===== src/rtl/bram_fifo_ctrl.sv =====
// Pointer/occupancy controller for a FIFO built on a synchronous BRAM with
// configurable read latency; the BRAM itself lives outside this block.
module bram_fifo_ctrl #(
   parameter int ADDR_W   = 13,
   parameter int RD_LAT   = 2,
   parameter int INIT_CYC = 4
) (
   input  logic              clk,
   input  logic              rst_n,
   input  logic              wr_en,
   input  logic              rd_en,
   input  logic              flush,
   output logic              bram_we,
   output logic [ADDR_W-1:0] wr_addr,
   output logic [ADDR_W-1:0] rd_addr,
   output logic              rd_vld,
   output logic              full,
   output logic              empty,
   output logic [ADDR_W:0]   count,
   output logic              busy,
   output logic              ovf,
   output logic              udf
);

   localparam logic [ADDR_W:0]   DEPTH_C  = {1'b1, {ADDR_W{1'b0}}};
   localparam logic [ADDR_W:0]   CNT_ONE  = (ADDR_W+1)'(1'b1);
   localparam logic [ADDR_W-1:0] PTR_ONE  = ADDR_W'(1'b1);
   localparam logic [3:0]        INIT_END = 4'(INIT_CYC - 1);

   typedef enum logic [1:0] {
      ST_INIT  = 2'd0,
      ST_RUN   = 2'd1,
      ST_FLUSH = 2'd2
   } state_t;

   state_t              state_r;
   state_t              state_s;
   logic [3:0]          init_cnt_r;
   logic                busy_r;
   logic [ADDR_W-1:0]   wr_ptr_r;
   logic [ADDR_W-1:0]   rd_ptr_r;
   logic [ADDR_W:0]     count_r;
   logic [ADDR_W:0]     count_s;
   logic                full_r;
   logic                empty_r;
   logic                ovf_r;
   logic                udf_r;
   logic [RD_LAT-1:0]   vld_pipe_r;
   logic [RD_LAT-1:0]   vld_pipe_s;
   logic                wr_acc_s;
   logic                rd_acc_s;
   logic                clear_s;
   logic                set_ovf_s;
   logic                set_udf_s;

   // FSM state register, settle counter and busy flag (busy follows next state)
   always_ff @(posedge clk or negedge rst_n) begin
      if (!rst_n) begin
         state_r    <= ST_INIT;
         init_cnt_r <= 4'd0;
         busy_r     <= 1'b1;
      end else begin
         state_r <= state_s;
         busy_r  <= (state_s != ST_RUN);
         if (state_r == ST_INIT) begin
            init_cnt_r <= init_cnt_r + 4'd1;
         end else begin
            init_cnt_r <= 4'd0;
         end
      end
   end

   // Next state and accept decisions; flush wins over any same-cycle request
   always_comb begin
      state_s   = state_r;
      wr_acc_s  = 1'b0;
      rd_acc_s  = 1'b0;
      clear_s   = 1'b0;
      set_ovf_s = 1'b0;
      set_udf_s = 1'b0;
      case (state_r)
         ST_INIT: begin
            if (init_cnt_r == INIT_END) begin
               state_s = ST_RUN;
            end else begin
               state_s = ST_INIT;
            end
         end
         ST_RUN: begin
            if (flush) begin
               state_s = ST_FLUSH;
               clear_s = 1'b1;
            end else begin
               wr_acc_s  = wr_en & ~full_r;
               rd_acc_s  = rd_en & ~empty_r;
               set_ovf_s = wr_en & full_r;
               set_udf_s = rd_en & empty_r;
            end
         end
         ST_FLUSH: state_s = ST_RUN;
         default:  state_s = ST_INIT;
      endcase
   end

   // Next occupancy and read-valid shift pipeline
   always_comb begin
      count_s       = count_r;
      vld_pipe_s    = vld_pipe_r;
      case ({wr_acc_s, rd_acc_s})
         2'b10:   count_s = count_r + CNT_ONE;
         2'b01:   count_s = count_r - CNT_ONE;
         default: count_s = count_r;
      endcase
      vld_pipe_s[0] = rd_acc_s;
      for (int i = 1; i < RD_LAT; i++) begin
         vld_pipe_s[i] = vld_pipe_r[i-1];
      end
   end

   // Pointers, occupancy, status and sticky error flags
   always_ff @(posedge clk or negedge rst_n) begin
      if (!rst_n) begin
         wr_ptr_r   <= '0;
         rd_ptr_r   <= '0;
         count_r    <= '0;
         full_r     <= 1'b0;
         empty_r    <= 1'b1;
         ovf_r      <= 1'b0;
         udf_r      <= 1'b0;
         vld_pipe_r <= '0;
      end else if (clear_s) begin
         wr_ptr_r   <= '0;
         rd_ptr_r   <= '0;
         count_r    <= '0;
         full_r     <= 1'b0;
         empty_r    <= 1'b1;
         ovf_r      <= 1'b0;
         udf_r      <= 1'b0;
         vld_pipe_r <= '0;
      end else begin
         if (wr_acc_s) begin
            wr_ptr_r <= wr_ptr_r + PTR_ONE;
         end
         if (rd_acc_s) begin
            rd_ptr_r <= rd_ptr_r + PTR_ONE;
         end
         count_r    <= count_s;
         full_r     <= (count_s == DEPTH_C);
         empty_r    <= (count_s == '0);
         ovf_r      <= ovf_r | set_ovf_s;
         udf_r      <= udf_r | set_udf_s;
         vld_pipe_r <= vld_pipe_s;
      end
   end

   assign bram_we = wr_acc_s;
   assign wr_addr = wr_ptr_r;
   assign rd_addr = rd_ptr_r;
   assign rd_vld  = vld_pipe_r[RD_LAT-1];
   assign full    = full_r;
   assign empty   = empty_r;
   assign count   = count_r;
   assign busy    = busy_r;
   assign ovf     = ovf_r;
   assign udf     = udf_r;

endmodule


===== config.mk =====
export PLATFORM = sky130hd
export DESIGN_NAME = bram_fifo_ctrl
export DESIGN_NICKNAME = d
export VERILOG_FILES = /design/src/rtl/bram_fifo_ctrl.sv
export SDC_FILE = /design/constraint.sdc
export NUM_CORES = 1
export LEC_CHECK = 0
export ABC_AREA = 1
export CELL_PAD_IN_SITES_DETAIL_PLACEMENT = 0
export CELL_PAD_IN_SITES_GLOBAL_PLACEMENT = 2
export CORE_MARGIN = 2
export CORE_UTILIZATION = 30
export DETAILED_ROUTE_END_ITERATION = 10
export PLACE_DENSITY = 0.9
export SETUP_SLACK_MARGIN = 0.02
export SLEW_MARGIN = 0
export SYNTH_ARGS = -nofsm -noshare
export SYNTH_HDL_FRONTEND = slang
export SYNTH_SLANG_ARGS = --single-unit
export TNS_END_PERCENT = 30

===== constraint.sdc =====
create_clock -name clk -period 5.7 [get_ports clk]
set_input_delay 0.57 -clock clk [delete_from_list [all_inputs] [get_ports clk]]
set_output_delay 0.57 -clock clk [all_outputs]
set_load 0.02 [all_outputs]

# After elaboration in Yosys (flattened, before gate mapping)
# Cells that the tools add are included.
dict set report word_totals {
  ff_bits 53
  inputBits 5
  output_inout_bits 47
  wordCells 60
}
dict set report op_classes {
  bitwise_logic 8
  n_reduce_logical 4
  muxes 25
  eq_ne 7
  addsub 5
}
# op n
set op_table {}
lappend op_table {{two-way mux 13 bit} 4}
lappend op_table {{case mux 14 bit (2 select lines)} 1}
lappend op_table {{adder 13 x 1 -> 13 bit, second input constant} 2}
lappend op_table {{two-way mux 1 bit} 15}
lappend op_table {{adder 14 x 1 -> 14 bit, second input constant} 1}
lappend op_table {{equality test 14 bit, second input constant} 1}
lappend op_table {{zero test 14 bit} 1}
lappend op_table {{two-way mux 14 bit} 1}
lappend op_table {{subtractor 14 x 1 -> 14 bit, second input constant} 1}
lappend op_table {{case mux 2 bit (3 select lines)} 1}
lappend op_table {{adder 4 x 1 -> 4 bit, second input constant} 1}
lappend op_table {{bitwise AND 1 bit} 4}
lappend op_table {{equality test 2 x 1 -> 1 bit, second input constant} 2}
lappend op_table {{equality test 2 bit, second input constant} 2}
lappend op_table {{equality test 4 x 2 -> 1 bit, second input constant} 1}
lappend op_table {{two-way mux 2 bit} 2}
lappend op_table {{two-way mux 4 bit} 1}
lappend op_table {{nonzero test 2 bit} 2}
lappend op_table {{zero test 2 bit} 1}
lappend op_table {{!= test 2 x 1 -> 1 bit, second input constant} 1}
lappend op_table {{NOT 1 bit} 2}
lappend op_table {{bitwise OR 1 bit} 2}

# Depth between registers and ports, before layout
# Gate-level depths: netlist (run 1).
dict set report depth {
  ltp_word 8
  mapped_depth 25
  mapped_depth_nobuf 24
}

# Worst setup path before layout (run 1)
# Ideal clock, no wire load.
dict set report synth_path {
  path_type {input to register}
  from {input port flush}
  to {register full_r, in the netlist full}
  stages 22
  setup_ps 71
  path_slack_ps 2840
  path_buffers 1
  t_arrival_ps 2788
  cell_sequence {nor2_4 -> inv_2 -> nor3_4 -> ha_1 -> buf_6 -> nand2_1 -> inv_1 -> nor2_2 -> ha_1 -> inv_1 -> nand2_1 -> nand3_1 -> nand2_2 -> nand2_1 -> nand2_1 -> nand2_1 -> nand3_1 -> nand2_1 -> nand3_2 -> nor2_1 -> nand2_1 -> nor2_1}
}
dict set report synth_via {
  elab_chain_cells 6
  elab_cells_between_ends 11
  classes_between {3 x eq/ne; 8 x mux}
}
# element line
set synth_rtl {}
lappend synth_rtl {{start: declaration} 12} ;# input logic flush,
lappend synth_rtl {{two-way mux 1 bit} 90} ;# if (flush) begin
lappend synth_rtl {{two-way mux 1 bit} 81} ;# case (state_r)
lappend synth_rtl {{equality test 2 x 1 -> 1 bit or equality test 2 bit (tied branches)} 109} ;# case ({wr_acc_s, rd_acc_s})
lappend synth_rtl {{case mux 14 bit (2 select lines)} 109}
lappend synth_rtl {{equality test 14 bit} 148} ;# full_r <= (count_s == DEPTH_C);
lappend synth_rtl {{two-way mux 1 bit (*)} 131} ;# end else if (clear_s) begin
lappend synth_rtl {{end signal: assignment} 148}
lappend synth_rtl {{end: declaration} 44} ;# logic full_r;
# Mark *: on every way between the ends. The rest lies on a longest branch, timed or not.
# A chain may end at the register's enable or synchronous reset.

# Worst setup path in the final report (run 1)
# Same ends and word-level chain as after synthesis.

==> results of run 1 <==
==> placed cells by master, fill, tap and decap left out, drive strengths merged, types with 3 or more instances in the layout <==
cell type      Yosys  final
nand3             45     45
nand4              6      6
inv               78     78
dfrtp             51     51
or2                3      3
xor2               3      3
a21oi             26     26
nand2            141    141
xnor2              3      3
o21ai             15     15
clkbuf             4      6
clkdlybuf4s50      0     50
nor2              71     71
nor3              13     13
ha                 7      7
buf                5      4
==> worst paths after layout <==
| check | from | cells after the start | endpoint | slack (ns) |
|---|---|---|---|---|
| setup / recovery | flush | 23 | full$_DFF_PN0_ | 1.91 |
| hold / removal | rst_n | 2 | wr_addr[11]$_DFFE_PN0P_ | 0.40 |
| setup reg to reg | state_r[1]$_DFF_PN0_ | 24 | full$_DFF_PN0_ | 2.19 |
| hold reg to reg | init_cnt_r[0]$_DFF_PN0_ | 1 | init_cnt_r[0]$_DFF_PN0_ | 0.46 |
| max in group asynchronous | rst_n | 2 | state_r[0]$_DFF_PN0_ | 4.84 |
| min in group clk | init_cnt_r[0]$_DFF_PN0_ | 1 | init_cnt_r[0]$_DFF_PN0_ | 0.46 |
==> state kept, by name, indices dropped and copies added, names as in the netlist <==
signal and flops:
busy 1, count 14, empty 1, full 1
init_cnt_r 4, ovf 1, rd_addr 13, state_r 2
udf 1, vld_pipe_r 2, wr_addr 13
==> cells by family after synthesis <==
group                      Yosys count
and+or+nand+nor                    283
AOI/OAI and AO/OA                   51
DFF                                 53
xor gates and xnor gates             6
adders and majority gates            7
buffers and inverters               88
==> layer usage <==
layer  GRT usage  wire [um]  vias to the layer above
met3      0.0313        374                        6
met1       0.210       4530                     1473
met2       0.243       4140                       56
met4      0.0467         86                        0
met5           0          0                        -
li1            -          -                     1638
==> through the flow <==
stage | setup slack, ns | utilization | cell area (um^2) | cells | hold slack [ns]
6_report | 1.91 | 0.381 | 4160 | 679 | 0.403
5_1_grt | 1.56 | 0.381 | 4160 | 679 | 0.458
4_1_cts | 1.93 | 0.381 | 4160 | 679 | 0.430
3_5_place_dp | 1.63 | 0.369 | 4030 | 672 | 0.455
3_3_place_gp | 1.71 | 0.369 | 4030 | 672 | 0.444
2_1_floorplan | 2.84 | - | 3400 | 488 | 0.274
==> where the power goes <==
part	switching, W	total [W]	internal [W]
Clock	0.000129	0.000289	0.000160
Sequential	0.000105	0.000570	0.000465
Combinational	0.000496	0.000802	0.000306
==> cell type report <==
| cell class | instances | area [um^2] | share of cell area |
|---|---|---|---|
| clock buffers | 6 | 129 | 0.0309 |
| clock inverters | 1 | 5.00 | 0.00120 |
| inverters | 78 | 293 | 0.0703 |
| multi-input cells | 347 | 1710 | 0.410 |
| flip-flops and latches | 53 | 1330 | 0.319 |
| well taps | 140 | 175 | 0.0421 |
| repair buffers | 54 | 528 | 0.127 |
==> qor.yml, run 1 <==
ys_async_sr_fraction: 1.00
numCtsBuffers: 5
grt_max_degree: 54
hpwlAfterDp_um: 6900
fillers: 1168
slew_headroom: 0.541
drc: 0
syn_area_per_cell_um2: 6.96
max_stage_delay_ns: 0.63
fin_crit_ns: 3.79
synth-edff-count: 0
yosys.area.top_type: "dfrtp_1"
min_period_over_period: 0.665
diodes: 0
yosys_warnings: 0
fmax_mhz: 264
postCtsHoldBufs: 0
clock_sinks: 53
cp_num_buf_inv: 5
clock_path_buffers: 2
routed_wl_um: 9140
outcome: "completed"
post_cts_buffers: 0
dieArea_mm2: 0.0122
critPathTopFamily: "simple AND/OR/NAND/NOR gates"
cts_resized: 0
power_density_mw_per_mm2: 399
power_w: 0.00166
gp_congestion: 0.835
yosysMostFrequentCell: "nand2_1"
drive_above_1_share: 0.0891
postRouteAntennaNets: 0
setup_tns_ns: 0
nets: 551
first_pass_iters: 5
avgViaCountPerCell: 4.67
crit_path_top_delay_cell: "ha_1"
io-pin-count: 52
antenna_found_initial: 0
yosys.area_share.xor_xnor: 0.0177
path_common_cell: "nand2_1"
synth.cell_area_mm2: 0.00340
cp.arrival_ns: 4.01
worstSetupStartpointType: "primary input"
area_growth_pct: 22.5
grt_pass1_vias: 3201
worstPathMaxFanout: 14
tritoncts: "yes"
synth_simple_gate_area_frac: 0.375
syn_nets: 500
synthCells: 488
ir_drop_v: 0.000202
htreeDepth: 2
finalClockSkew_ns: 0.00574
die_y_um: 110
synth_top_family_by_area: "simple AND/OR/NAND/NOR gates"
grt_pass1_wl_um: 15400
tightest_slew_ns: 0.689
crit_type: "primary input to register"
portBuffers: 51
clk_pin_slew_ns: 0.07
rsz0062_at_grt: "false"
grt_overflow: 0
clk_latency_ns: 0.29
yosys.area.top_type_share: 0.376
initial_utilization: 0.311
cap_violations: 0
cp_cell_sequence: "clkdlybuf4s50_1 -> nor2_4 -> inv_2 -> nor3_4 -> ha_1 -> buf_4 -> nand2_1 -> inv_1 -> nor2_2 -> ha_1 -> inv_1 -> nand2_1 -> nand3_1 -> nand2_2 -> nand2_1 -> nand2_1 -> nand2_1 -> nand3_1 -> nand2_1 -> nand3_2 -> nor2_1 -> nand2_1 -> nor2_1"
synthDistinctLibCells: 34
synth_common_cells: "nand2_1 (132), inv_1 (74), nor2_1 (59)"
vias: 3173
end_kind: "register"
ys_top_cells_by_area: "dfrtp_1 (38%), nand2_1 (15%), inv_1 (8.2%), nor2_1 (6.5%), nand3_1 (6.5%)"
synth_fa_ha_area_frac: 0.0258
finalSetupViolations: 0
maxSlewViolCount: 0
synthMuxAreaShare: 0
drt-wirelength-per-cell_um: 13.5
ys_ff_latch: 53
leakage_nw: 1.99
crit_required_ns: 5.92
synth-seq-area-share: 0.391
chipWidth_um: 110
grtUsageTotal: 0.153
hold_violations: 0
synth_compound_area_frac: 0.0828
clockRootBuffer: "clkbuf_16"
hold_path_class: "primary input to async pin"
ys.flop_type: "dfrtp_1"
row_count: 38
drt-initial-drc-count: 108
core_area_mm2: 0.0109
(Power assumes the default switching activity.)
==> run 2: changes to the inputs <==
==> constraint.sdc (replaced) <==
create_clock -name clk -period 3.85 [get_ports clk]
set_input_delay 0.385 -clock clk [delete_from_list [all_inputs] [get_ports clk]]
set_output_delay 0.385 -clock clk [all_outputs]
set_load 0.02 [all_outputs]
==> qor.yml, run 2 (same netlist as run 1, synthesis figures left out) <==
fillers: 1206  # was 1168
ir_drop_v: 0.000240  # was 0.000202 V
tightest_slew_ns: 0.513  # was 0.689 ns
grt_max_degree: 33  # was 54
setup_tns_ns: 0  # unchanged
drt-wirelength-per-cell_um: 13.4  # was 13.5 um
clk_latency_ns: 0.29  # about the same
numCtsBuffers: 5  # unchanged
crit_required_ns: 4.07  # was 5.92 ns
max_stage_delay_ns: 0.46  # was 0.63 ns
post_cts_buffers: 0  # unchanged
worst_slack_ns: 0.943  # was 1.91 ns
leakage_nw: 2.02  # was 1.99 nW
grt_overflow: 0  # unchanged
mostFrequentLayoutCells: "nand2_1 (132), inv_1 (74), nor2_1 (58)"  # unchanged
portBuffers: 51  # unchanged
dp_slack_ns: 0.651  # was 1.63 ns
antenna_found_initial: 0  # unchanged
multi_input_area_mm2: 0.00171  # unchanged
nets: 556  # was 551
clock_sinks: 53  # unchanged
grt_pass1_vias: 3280  # was 3201
hold_path_class: "primary input to async pin"  # unchanged
drc: 0  # unchanged
clk_pin_slew_ns: 0.07  # about the same
area_growth_pct: 23.9  # was 22.5%
cp_num_buf_inv: 4  # was 5
initial_utilization: 0.311  # unchanged
io-pin-count: 52  # unchanged
worstSetupStartpointType: "primary input"  # unchanged
cp_cell_sequence: "clkdlybuf4s50_1 -> nor2_4 -> inv_2 -> nor3_4 -> buf_4 -> ha_1 -> buf_4 -> nand2_1 -> nand2_1 -> nand3_1 -> nand2_2 -> nand2_1 -> nand3_1 -> nand3_1 -> nor2_1 -> nand4_1 -> nor2_1 -> nand2_1 -> nor2_1"  # was clkdlybuf4s50_1 -> nor2_4 -> inv_2 -> nor3_4 -> ha_1 -> buf_4 -> nand2_1 -> inv_1 -> nor2_2 -> ha_1 -> inv_1 -> nand2_1 -> nand3_1 -> nand2_2 -> nand2_1 -> nand2_1 -> nand2_1 -> nand3_1 -> nand2_1 -> nand3_2 -> nor2_1 -> nand2_1 -> nor2_1
cap_violations: 0  # unchanged
cp.arrival_ns: 3.12  # was 4.01 ns
avgViaCountPerCell: 4.70  # was 4.67
fmax_mhz: 344
crit_path_top_delay_cell: "clkdlybuf4s50_1"  # was ha_1
chipWidth_um: 110  # unchanged
routed_wl_um: 9210  # was 9140 um
postCtsHoldBufs: 0  # unchanged
drt-initial-drc-count: 104  # was 108
first_pass_iters: 4  # was 5
power_density_mw_per_mm2: 589  # was 399 mW/mm^2
final_common_cell: "nand2_1"  # unchanged
cts_resized: 0  # unchanged
clock_path_buffers: 2  # unchanged
core_area_mm2: 0.0109  # unchanged
path_common_cell: "nand2_1"  # unchanged
holdWs_ns: 0.0589  # was 0.403 ns
outcome: "completed"  # unchanged
largest_register_ffs: 14  # unchanged
tritoncts: "yes"  # unchanged
regArea_mm2: 0.00133  # unchanged
vias: 3221  # was 3173
grt_pass1_wl_um: 15700  # was 15400 um
die_y_um: 110  # unchanged
drive_above_1_share: 0.0991  # was 0.0891
htreeDepth: 2  # unchanged
min_period_over_period: 0.755
maxSlewViolCount: 0  # unchanged
dieArea_mm2: 0.0122  # unchanged
rsz0062_at_grt: "false"  # unchanged
grtUsageTotal: 0.154  # was 0.153
worstPathMaxFanout: 9  # was 14
hpwlAfterDp_um: 6990  # was 6900 um
finalSetupViolations: 0  # unchanged
gp_congestion: 0.885  # was 0.835
crit_type: "primary input to register"  # unchanged
critPathTopFamily: "simple AND/OR/NAND/NOR gates"  # unchanged
fin_crit_ns: 2.91
clockRootBuffer: "clkbuf_16"  # unchanged
postRouteAntennaNets: 0  # unchanged
finalClockSkew_ns: 0.00544  # was 0.00574 ns
hold_violations: 0  # unchanged
slew_headroom: 0.658  # was 0.541
end_kind: "register"  # unchanged
diodes: 0  # unchanged
row_count: 38  # unchanged
## run 2: layer usage
layer | part of all wire | vias up | GRT usage
li1 | - | 1641 | -
met5 | 0 | - | 0
met2 | 0.46 | 87 | 0.252
met4 | 0.025 | 0 | 0.0533
met3 | 0.059 | 18 | 0.0340
met1 | 0.46 | 1475 | 0.201
## run 2: where the power goes
group / internal [W] / leakage, nW / switching, W / total, W
registers: 0.000689 / 0.708 / 0.000147 / 0.000835
clock network: 0.000242 / 0.0631 / 0.000204 / 0.000446
logic: 0.000462 / 1.24 / 0.000735 / 0.00120
total: 0.00139 / 2.02 / 0.00109 / 0.00248
## run 2: worst reg2reg max path, delay by kind of cell, from the launching register on
family / cells / cell delay (ns)
AND/OR/NAND/NOR: 15 / 1.58
buffers and inverters: 4 / 0.53
flip-flops: 1 / 0.39
adder cells (fa/ha/maj): 1 / 0.28
## run 2: final timing paths
path / slack, ns / from / to / cells past startpoint
worst min register to register: 0.46 / init_cnt_r[0]$_DFF_PN0_ / init_cnt_r[0]$_DFF_PN0_ / 1
min in group clk: 0.46 / init_cnt_r[0]$_DFF_PN0_ / init_cnt_r[0]$_DFF_PN0_ / 1
worst max register to register: 1.02 / state_r[1]$_DFF_PN0_ / full$_DFF_PN0_ / 20
max in group asynchronous: 2.94 / rst_n / busy$_DFF_PN1_ / 2
worst max-delay path: 0.94 / flush / full$_DFF_PN0_ / 19
worst min-delay path: 0.06 / rst_n / wr_addr[11]$_DFFE_PN0P_ / 1
## run 2: layout make-up
class	count	area share
clock inverter	2	0.00357
multi-input combinational	347	0.405
tap	140	0.0416
sequential	53	0.316
timing repair buffer	59	0.134
clock buffer	6	0.0306
inverter	78	0.0695
## run 2: per-stage QoR
step                      utilization  instance area (um^2)  cells  power (W)
after floorplan                     -                  3400    488    0.00161
after global placement          0.372                  4070    677    0.00205
after detailed placement        0.372                  4070    677    0.00205
after CTS                       0.385                  4210    685    0.00251
after global routing            0.385                  4210    685    0.00268
final                           0.385                  4210    685    0.00248
==> run 3: changes to the inputs <==
==> constraint.sdc (replaced) <==
create_clock -name clk -period 3 [get_ports clk]
set_input_delay 0.3 -clock clk [delete_from_list [all_inputs] [get_ports clk]]
set_output_delay 0.3 -clock clk [all_outputs]
set_load 0.02 [all_outputs]
==> qor.yml, run 3 (same netlist as run 1, synthesis figures left out) <==
outcome: "completed"  # unchanged
internal_power_w: 0.00200  # was 0.00139 W
first_pass_iters: 4  # unchanged
cp_cell_sequence: "inv_1 -> nand2_2 -> nor2_4 -> inv_2 -> nor3_4 -> ha_4 -> buf_4 -> inv_2 -> nand2_1 -> nand2_1 -> nand3_1 -> nand2_1 -> nand2_1 -> nand2_1 -> nand2_1 -> nand3_1 -> nand2_1 -> nand4_1 -> nor2_1 -> nand2_1 -> nor2_1"  # was clkdlybuf4s50_1 -> nor2_4 -> inv_2 -> nor3_4 -> buf_4 -> ha_1 -> buf_4 -> nand2_1 -> nand2_1 -> nand3_1 -> nand2_2 -> nand2_1 -> nand3_1 -> nand3_1 -> nor2_1 -> nand4_1 -> nor2_1 -> nand2_1 -> nor2_1
max_stage_delay_ns: 0.39  # was 0.46 ns
worstPathMaxFanout: 11  # was 9
dp_slack_ns: -0.0580  # was 0.651 ns
chipWidth_um: 110  # unchanged
gp_congestion: 0.879  # was 0.885
slew_headroom: 0.298  # was 0.658
drt-initial-drc-count: 118  # was 104
worstSetupStartpointType: "register"  # was primary input
finalSetupViolations: 0  # unchanged
fillers: 1168  # was 1206
area_growth_pct: 28.9  # was 23.9%
holdWs_ns: 0.199  # was 0.0589 ns
drive_above_1_share: 0.133  # was 0.0991
leakage_nw: 2.10  # was 2.02 nW
grt_pass1_wl_um: 15900  # was 15700 um
fin_crit_ns: 2.74
clock_path_buffers: 2  # unchanged
p_sw_w: 0.00141  # was 0.00109 W
hpwlAfterDp_um: 7080  # was 6990 um
crit_type: "register to register"  # was primary input to register
power_density_mw_per_mm2: 778  # was 589 mW/mm^2
drt-wirelength-per-cell_um: 13.2  # was 13.4 um
largest_register_ffs: 14  # unchanged
r2r_setup_slack_ns: 0.26  # was 1.02 ns
dieArea_mm2: 0.0122  # unchanged
numCtsBuffers: 5  # unchanged
clk_latency_ns: 0.29  # about the same
final_common_cell: "nand2_1"  # unchanged
nets: 568  # was 556
diodes: 0  # unchanged
critPathTopFamily: "simple AND/OR/NAND/NOR gates"  # unchanged
die_y_um: 110  # unchanged
grt_pass1_vias: 3276  # was 3280
p_sw_frac: 0.414  # was 0.438
path_common_cell: "nand2_1"  # unchanged
hold_path_class: "primary input to async pin"  # unchanged
htreeDepth: 2  # unchanged
rsz0062_at_grt: "true"  # was false
clockRootBuffer: "clkbuf_16"  # unchanged
drc: 0  # unchanged
core_area_mm2: 0.0109  # unchanged
grt_max_degree: 47  # was 33
power_frac_comb: 0.467  # was 0.483
clock_power_share: 0.216  # was 0.180
antenna_found_initial: 0  # unchanged
fmax_mhz: 365
crit_path_top_delay_cell: "dfrtp_1"  # was clkdlybuf4s50_1
path_depth: 21  # was 19
vias: 3248  # was 3221
finalClockSkew_ns: 0.00518  # was 0.00544 ns
portBuffers: 51  # unchanged
maxSlewViolCount: 0  # unchanged
initial_utilization: 0.311  # unchanged
clk_pin_slew_ns: 0.07  # about the same
io-pin-count: 52  # unchanged
grtUsageTotal: 0.156  # was 0.154
avgViaCountPerCell: 4.66  # was 4.70
cap_violations: 0  # unchanged
tritoncts: "yes"  # unchanged
routed_wl_um: 9220  # was 9210 um
row_count: 38  # unchanged
clock_sinks: 53  # unchanged
postRouteAntennaNets: 0  # unchanged
power_frac_seq: 0.317  # was 0.337
crit_required_ns: 3.22  # was 4.07 ns
mostFrequentLayoutCells: "nand2_1 (131), inv_1 (73), nor2_1 (57)"  # was nand2_1 (132), inv_1 (74), nor2_1 (58)
rr_worst_depth: 21  # was 20
hold_violations: 0  # unchanged
tightest_slew_ns: 1.05  # was 0.513 ns
min_period_over_period: 0.913
cp_num_buf_inv: 4  # unchanged
cp.arrival_ns: 2.96  # was 3.12 ns
grt_overflow: 0  # unchanged
ir_drop_v: 0.000283  # was 0.000240 V
end_kind: "register"  # unchanged
worst_slack_ns: 0.261  # was 0.943 ns
run 3: changes by cell type in the layout (fill, tap and decap cells not counted), moves of 2 or more:
cell and change:
buf_4 +11, bufinv_16 +2, clkinvlp_4 -2, ha_1 -2
run 3: metrics by stage:
stage / cell area [um^2] / setup TNS [ns] / util / instances / power, W
finish: 4380 / 0 / 0.401 / 697 / 0.00341
global placement: 4140 / -0.0286 / 0.378 / 686 / 0.00266
global route: 4380 / -0.0246 / 0.401 / 697 / 0.00370
detailed placement: 4140 / -0.111 / 0.378 / 686 / 0.00266
floorplan: 3400 / 0 / - / 488 / 0.00206
CTS: 4330 / 0 / 0.396 / 694 / 0.00341
run 3: area by class of cell:
cell class	instances	area (um^2)	share of cell area
clock buffers	5	125	0.0286
multi-input cells	347	1730	0.396
repair buffers	71	659	0.151
inverters	78	293	0.0668
well taps	140	175	0.0400
clock inverters	3	65.1	0.0149
flip-flops and latches	53	1330	0.303
run 3: routing by layer:
metal | GRT usage | vias to the layer above | wire length, um
met5 | 0 | - | 0
met4 | 0.0342 | 0 | 128
met3 | 0.0291 | 10 | 458
met2 | 0.258 | 69 | 4220
met1 | 0.211 | 1497 | 4410
li1 | - | 1672 | -
run 3: power by group through the flow:
stage	clock [W]	combinational (W)	sequential, W
after floorplan	0	0.000865	0.00120
after global placement	0	0.00157	0.00110
after detailed placement	0	0.00157	0.00109
after CTS	0.000753	0.00158	0.00108
after global routing	0.000787	0.00181	0.00111
final	0.000735	0.00159	0.00108
run 3: worst reg2reg max path: stages (launching register included):
cell and delay, ns:
dfrtp_1 0.39, inv_1 0.07, nand2_2 0.08, nor2_4 0.11, inv_2 0.06, nor3_4 0.25
ha_4 0.21, buf_4 0.11, inv_2 0.10, nand2_1 0.08, nand2_1 0.13, nand3_1 0.15
nand2_1 0.10, nand2_1 0.11, nand2_1 0.06, nand2_1 0.05, nand3_1 0.06, nand2_1 0.12
nand4_1 0.16, nor2_1 0.13, nand2_1 0.05, nor2_1 0.08
run 3: worst paths after layout:
| check | startpoint | endpoint |
|---|---|---|
| setup / recovery | state_r[1]$_DFF_PN0_ | full$_DFF_PN0_ |
| hold / removal | rst_n | wr_addr[11]$_DFFE_PN0P_ |
| setup reg to reg | state_r[1]$_DFF_PN0_ | full$_DFF_PN0_ |
| hold reg to reg | vld_pipe_r[0]$_DFF_PN0_ | vld_pipe_r[1]$_DFF_PN0_ |
| max in group asynchronous | rst_n | busy$_DFF_PN1_ |
| min in group clk | vld_pipe_r[0]$_DFF_PN0_ | vld_pipe_r[1]$_DFF_PN0_ |
run 3: timing repair:
| item | 4_1_cts | 5_1_grt |
|---|---|---|
| buffers inserted | 0 | 3 |
| hold buffers | 0 | 0 |
| endpoints found under the setup margin | 0 | 2 |
| resized for setup | 0 | 10 |
==> edit 1, RTL diff (flow settings as in run 2) <==
The parameter `RD_LAT` goes from 2 to 1.
--- a/src/rtl/bram_fifo_ctrl.sv
+++ b/src/rtl/bram_fifo_ctrl.sv
@@ -2,7 +2,7 @@
 // configurable read latency; the BRAM itself lives outside this block.
 module bram_fifo_ctrl #(
    parameter int ADDR_W   = 13,
-   parameter int RD_LAT   = 2,
+   parameter int RD_LAT   = 1,
    parameter int INIT_CYC = 4
 ) (
    input  logic              clk,
Behaviour: not the same (a bounded check fails within 10 cycles, from zero or initial values and one cycle with rst_n low).
==> edit 1 against run 2 <==
- cell area shrank 2.3%
- area after synthesis fell by 1.6%
- largest cell class unchanged
- wire length rose by 1.9%
- sequential share of layout area up 0.13 points
- sequential cell count fell by 1
- clock power decreased by 30%
- global-route usage increased by 1.1 points
- setup slack worse by 0.11 ns
- power is 6.0% lower
- synthesized cell count down 0.61%
==> edit 1: results (changes against run 2) <==
stage,metric,value,unit,change
min_path,hold_class,input pin to asynchronous set/reset pin,,unchanged
logic_synthesis,ys_top_cells_by_count,"nand2_1, inv_1, nor2_1",,unchanged
logic_synthesis,synthXorXnorAreaFrac,1.796,%,was 1.767%
placed_design,numPortBuffers,51,,unchanged
placed_design,place_inst,674,,was 677
finish,final_nets,553,,was 556
power,p_sw,0.001070,W,was 0.001086 W
timing,fin_skew,0.007196,ns,was 0.005443 ns
power,finalPower,0.002330,W,was 0.002479 W
drt,drt_iter0_drc,154,,was 104
drt,vias,3187,,was 3221
logic_synthesis,syn_inst,485,,was 488
timing,worst_slew_pin_slew,0.5361,ns,was 0.5133 ns
cts,cts_root_buf,clkbuf_8,,was clkbuf_16
grt,grt_first_pass_wirelength,15580,µm,was 15730 µm
power,pwr-share-seq,35.5,%,was 33.7%
power,p_leak,1.978,nW,was 2.016 nW
critical_path,critPathMaxFanout,11,,was 9
grt,grt_use_total,16.52,%,was 15.43%
power,powerClk,0.000313,W,was 0.000446 W
logic_synthesis,synth.distinct_cells,36,,was 34
power,peakVddDrop,0.2540,mV,was 0.2401 mV
grt,grt_pass1_vias,3116,,was 3280
logic_synthesis,yosysSeqAreaShare,39.00,%,was 39.10%
placed_design,hpwl,7247,µm,was 6986 µm
grt,grt_max_degree,32,,was 33
cts,cts_made_buffers,5,,unchanged
floorplanning,die-area,12000,µm²,was 12190 µm²
logic_synthesis,netlist_top_cells_area,"dfrtp_1, nand2_1, inv_1, nand3_1, nor2_1",,"was dfrtp_1, nand2_1, inv_1, nor2_1, nand3_1"
placed_design,dpl_worst_slack,0.5119,ns,was 0.6508 ns
critical_path,crit_family,simple AND/OR/NAND/NOR gates,,unchanged
finish,multi_input_cells,347,,unchanged
finish,multi_input_area_share,41.26,%,was 40.49%
finish,fillers,1179,,was 1206
finish,largest_register_ffs,14,,unchanged
finish,nNonClkInverters,76,,was 78
placed_design,gp_congestion,0.8949,,was 0.8853
placed_design,post_dp_cell_area,4028,µm²,was 4068 µm²
cts,cts_setup_buffers,0,,unchanged
drt,wl_per_cell,13.76,µm,was 13.45 µm
finish,flops_and_latches,52,,was 53
logic_synthesis,synth_compound_area_share,8.570,%,was 8.284%
finish,ff_latch_area,1304,µm²,was 1329 µm²
finish,clock_area_share,2.128,%,was 3.417%
cts,htreeDepth,2,,unchanged
cts,cts.clk_slew.worst_paths,0.10,ns,was 0.07 ns
logic_synthesis,syn_nets,497,,was 500
run_status,status,finished clean,,unchanged
drt,viasPerCell,4.673,,was 4.702
finish,final-nonclk-buf-share,13.74,%,was 13.43%
finish,drive_gt1_share,9.225,%,was 9.908%
logic_synthesis,synthAdderAreaFrac,2.620,%,was 2.577%
finish,final_util,37.96,%,was 38.51%
critical_path,cp.arrival,3.26,ns,was 3.12 ns
finish,clkbuf_count,5,,was 6
-- edit 1: cell types whose count changed in the layout (fill, tap and decap cells not counted), moves of 5 or more --
cell	change
inv_1	-5
clkbuf_8	+5
clkbuf_16	-5
nand2_1	+6
nand2_2	-5
-- edit 1: layer usage --
layer / track usage [%] / wire [µm]
met2: 27.65 / 4351
met4: 3.526 / 91
met3: 4.031 / 636
met5: 0 / 0
met1: 21.66 / 4308
-- edit 1: path summary, 6_finish.rpt --
path	endpoint	slack, ns	depth (start not counted)
max	full$_DFF_PN0_	0.84	22
min	rd_addr[11]$_DFFE_PN0P_	0.05	1
max reg2reg	full$_DFF_PN0_	0.89	23
min reg2reg	init_cnt_r[0]$_DFF_PN0_	0.46	1
max in group asynchronous	busy$_DFF_PN1_	2.95	2
min in group clk	init_cnt_r[0]$_DFF_PN0_	0.46	1
==> edit 2, RTL diff (settings of run 2) <==
Made on the original files. Encoding of `state_t`: now one-hot (3 bits for 3 states).
--- a/src/rtl/bram_fifo_ctrl.sv
+++ b/src/rtl/bram_fifo_ctrl.sv
@@ -27,10 +27,10 @@
    localparam logic [ADDR_W-1:0] PTR_ONE  = ADDR_W'(1'b1);
    localparam logic [3:0]        INIT_END = 4'(INIT_CYC - 1);
 
-   typedef enum logic [1:0] {
-      ST_INIT  = 2'd0,
-      ST_RUN   = 2'd1,
-      ST_FLUSH = 2'd2
+   typedef enum logic [2:0] {
+      ST_INIT  = 3'b001,
+      ST_RUN   = 3'b010,
+      ST_FLUSH = 3'b100
    } state_t;
 
    state_t              state_r;
Behaviour: same outputs for any inputs over 10 cycles, from zero or initial values and one cycle with rst_n low; not proved beyond that.
==> edit 2 against run 2 <==
- global-route usage is 0.12 points higher
- first-iteration DRC count increased by 45%
- combinational power shrank 14%
- sequential cell count increased by 1
- cell area increased by 4.5%
- area after synthesis rose by 4.2%
- final cell count up 3.2%
- power grew 0.37%
- wire length rose by 2.8%
- setup slack got worse by 0.26 ns
- largest power group unchanged
==> edit 2: results (changes against run 2) <==
stage,metric,value,unit,change
run_status,status,finished clean,,unchanged
critical_path,critPathMaxFanout,24,,was 9
grt,grt_first_pass_wirelength,16190,µm,was 15730 µm
grt,grt_use_total,15.55,%,was 15.43%
drt,routed_wl,9474,µm,was 9212 µm
drt,wl_met1,4511,µm,was 4211 µm
power,peakVddDrop,0.3610,mV,was 0.2401 mV
finish,drive_gt1_share,10.82,%,was 9.908%
grt,grt_max_degree,36,,was 33
placed_design,post_dp_cell_area,4203,µm²,was 4068 µm²
power,pwr-share-seq,34.9,%,was 33.7%
power,sw_frac_of_total,38.72,%,was 43.83%
drt,drt_iter0_drc,151,,was 104
cts,cts_made_buffers,5,,unchanged
logic_synthesis,syn_nets,521,,was 500
logic_synthesis,synthXorXnorAreaFrac,1.696,%,was 1.767%
finish,fillers,1169,,was 1206
logic_synthesis,yosysSeqAreaShare,38.26,%,was 39.10%
logic_synthesis,synthAdderAreaFrac,2.473,%,was 2.577%
placed_design,gp_congestion,0.8657,,was 0.8853
finish,final_nets,575,,was 556
drt,firstDrtPassIters,5,,was 4
logic_synthesis,synth.distinct_cells,38,,was 34
power,p_leak,2.144,nW,was 2.016 nW
critical_path,reg2regPathDepth,24,,was 20
critical_path,cp.arrival,3.40,ns,was 3.12 ns
grt,grtUsageMet1,21.36,%,was 20.14%
drt,routed-wl-met2,4270,µm,was 4228 µm
grt,grtUsageMet3,3.402,%,was 3.403%
logic_synthesis,ys_top_cells_by_count,"nand2_1, inv_1, nor2_1",,unchanged
critical_path,r2r_slack,0.80,ns,was 1.02 ns
grt,use_met2,25.23,%,was 25.24%
timing,fin_skew,0.006870,ns,was 0.005443 ns
logic_synthesis,netlist_top_cells_area,"dfrtp_1, nand2_1, inv_1, nand3_1, nor2_1",,"was dfrtp_1, nand2_1, inv_1, nor2_1, nand3_1"
drt,vias,3318,,was 3221
timing,worst_slew_pin_slew,0.8005,ns,was 0.5133 ns
drt,routed-wl-met3,576,µm,was 545 µm
critical_path,r2r_start,state_r[0]$_DFF_PN1_,,was state_r[1]$_DFF_PN0_
logic_synthesis,synth_compound_area_share,8.760,%,was 8.284%
power,clock_power_share,23.7,%,was 18.0%
placed_design,hpwl,7340,µm,was 6986 µm
-- edit 2: changes by cell type after synthesis, sizes merged, moves of 2 or more --
cell | run 2 | this run
nor2 | 71 | 69
nand3 | 45 | 51
nand4 | 6 | 12
nor3 | 13 | 11
a211oi | 2 | 0
nand2 | 141 | 147
inv | 78 | 76
a21oi | 26 | 31
-- edit 2: critical path, stage by stage --
cell,delay (ns)
clkdlybuf4s50_1,0.40
inv_1,0.09
nand4_1,0.10
inv_2,0.10
nand2_1,0.08
nor2_4,0.17
inv_1,0.10
ha_1,0.23
buf_12,0.17
nand2_1,0.08
inv_1,0.05
nor2_2,0.09
ha_1,0.15
inv_1,0.03
nand2_1,0.14
nand3_1,0.11
nand2_1,0.13
nand2_1,0.07
nand3_1,0.12
nand3_1,0.09
nor2_1,0.11
nand4_1,0.11
nor2_1,0.12
nand2_1,0.07
nor2_2,0.08
-- edit 2: final cells by class --
| class | count | area [µm²] | area share [%] |
|---|---|---|---|
| inverters | 77 | 289.0 | 6.566 |
| repair buffers | 57 | 563.0 | 12.79 |
| well taps | 143 | 178.9 | 4.065 |
| multi-input cells | 368 | 1817 | 41.27 |
| flip-flops and latches | 54 | 1355 | 30.78 |
| clock buffers | 6 | 138.9 | 3.155 |
| clock inverters | 2 | 60.06 | 1.364 |
-- edit 2: through the flow --
stage	hold slack, ns	power (W)	instances	setup slack (ns)	util (%)
6_report	0.1773	0.002488	707	0.6850	38.39
5_1_grt	0.2345	0.002669	707	0.2875	38.39
4_1_cts	0.2100	0.002513	707	0.6517	38.39
3_5_place_dp	0.4565	0.001906	699	0.3462	36.65
3_3_place_gp	0.4490	0.001912	699	0.4048	36.65
2_1_floorplan	0.08941	0.001502	509	1.034	-
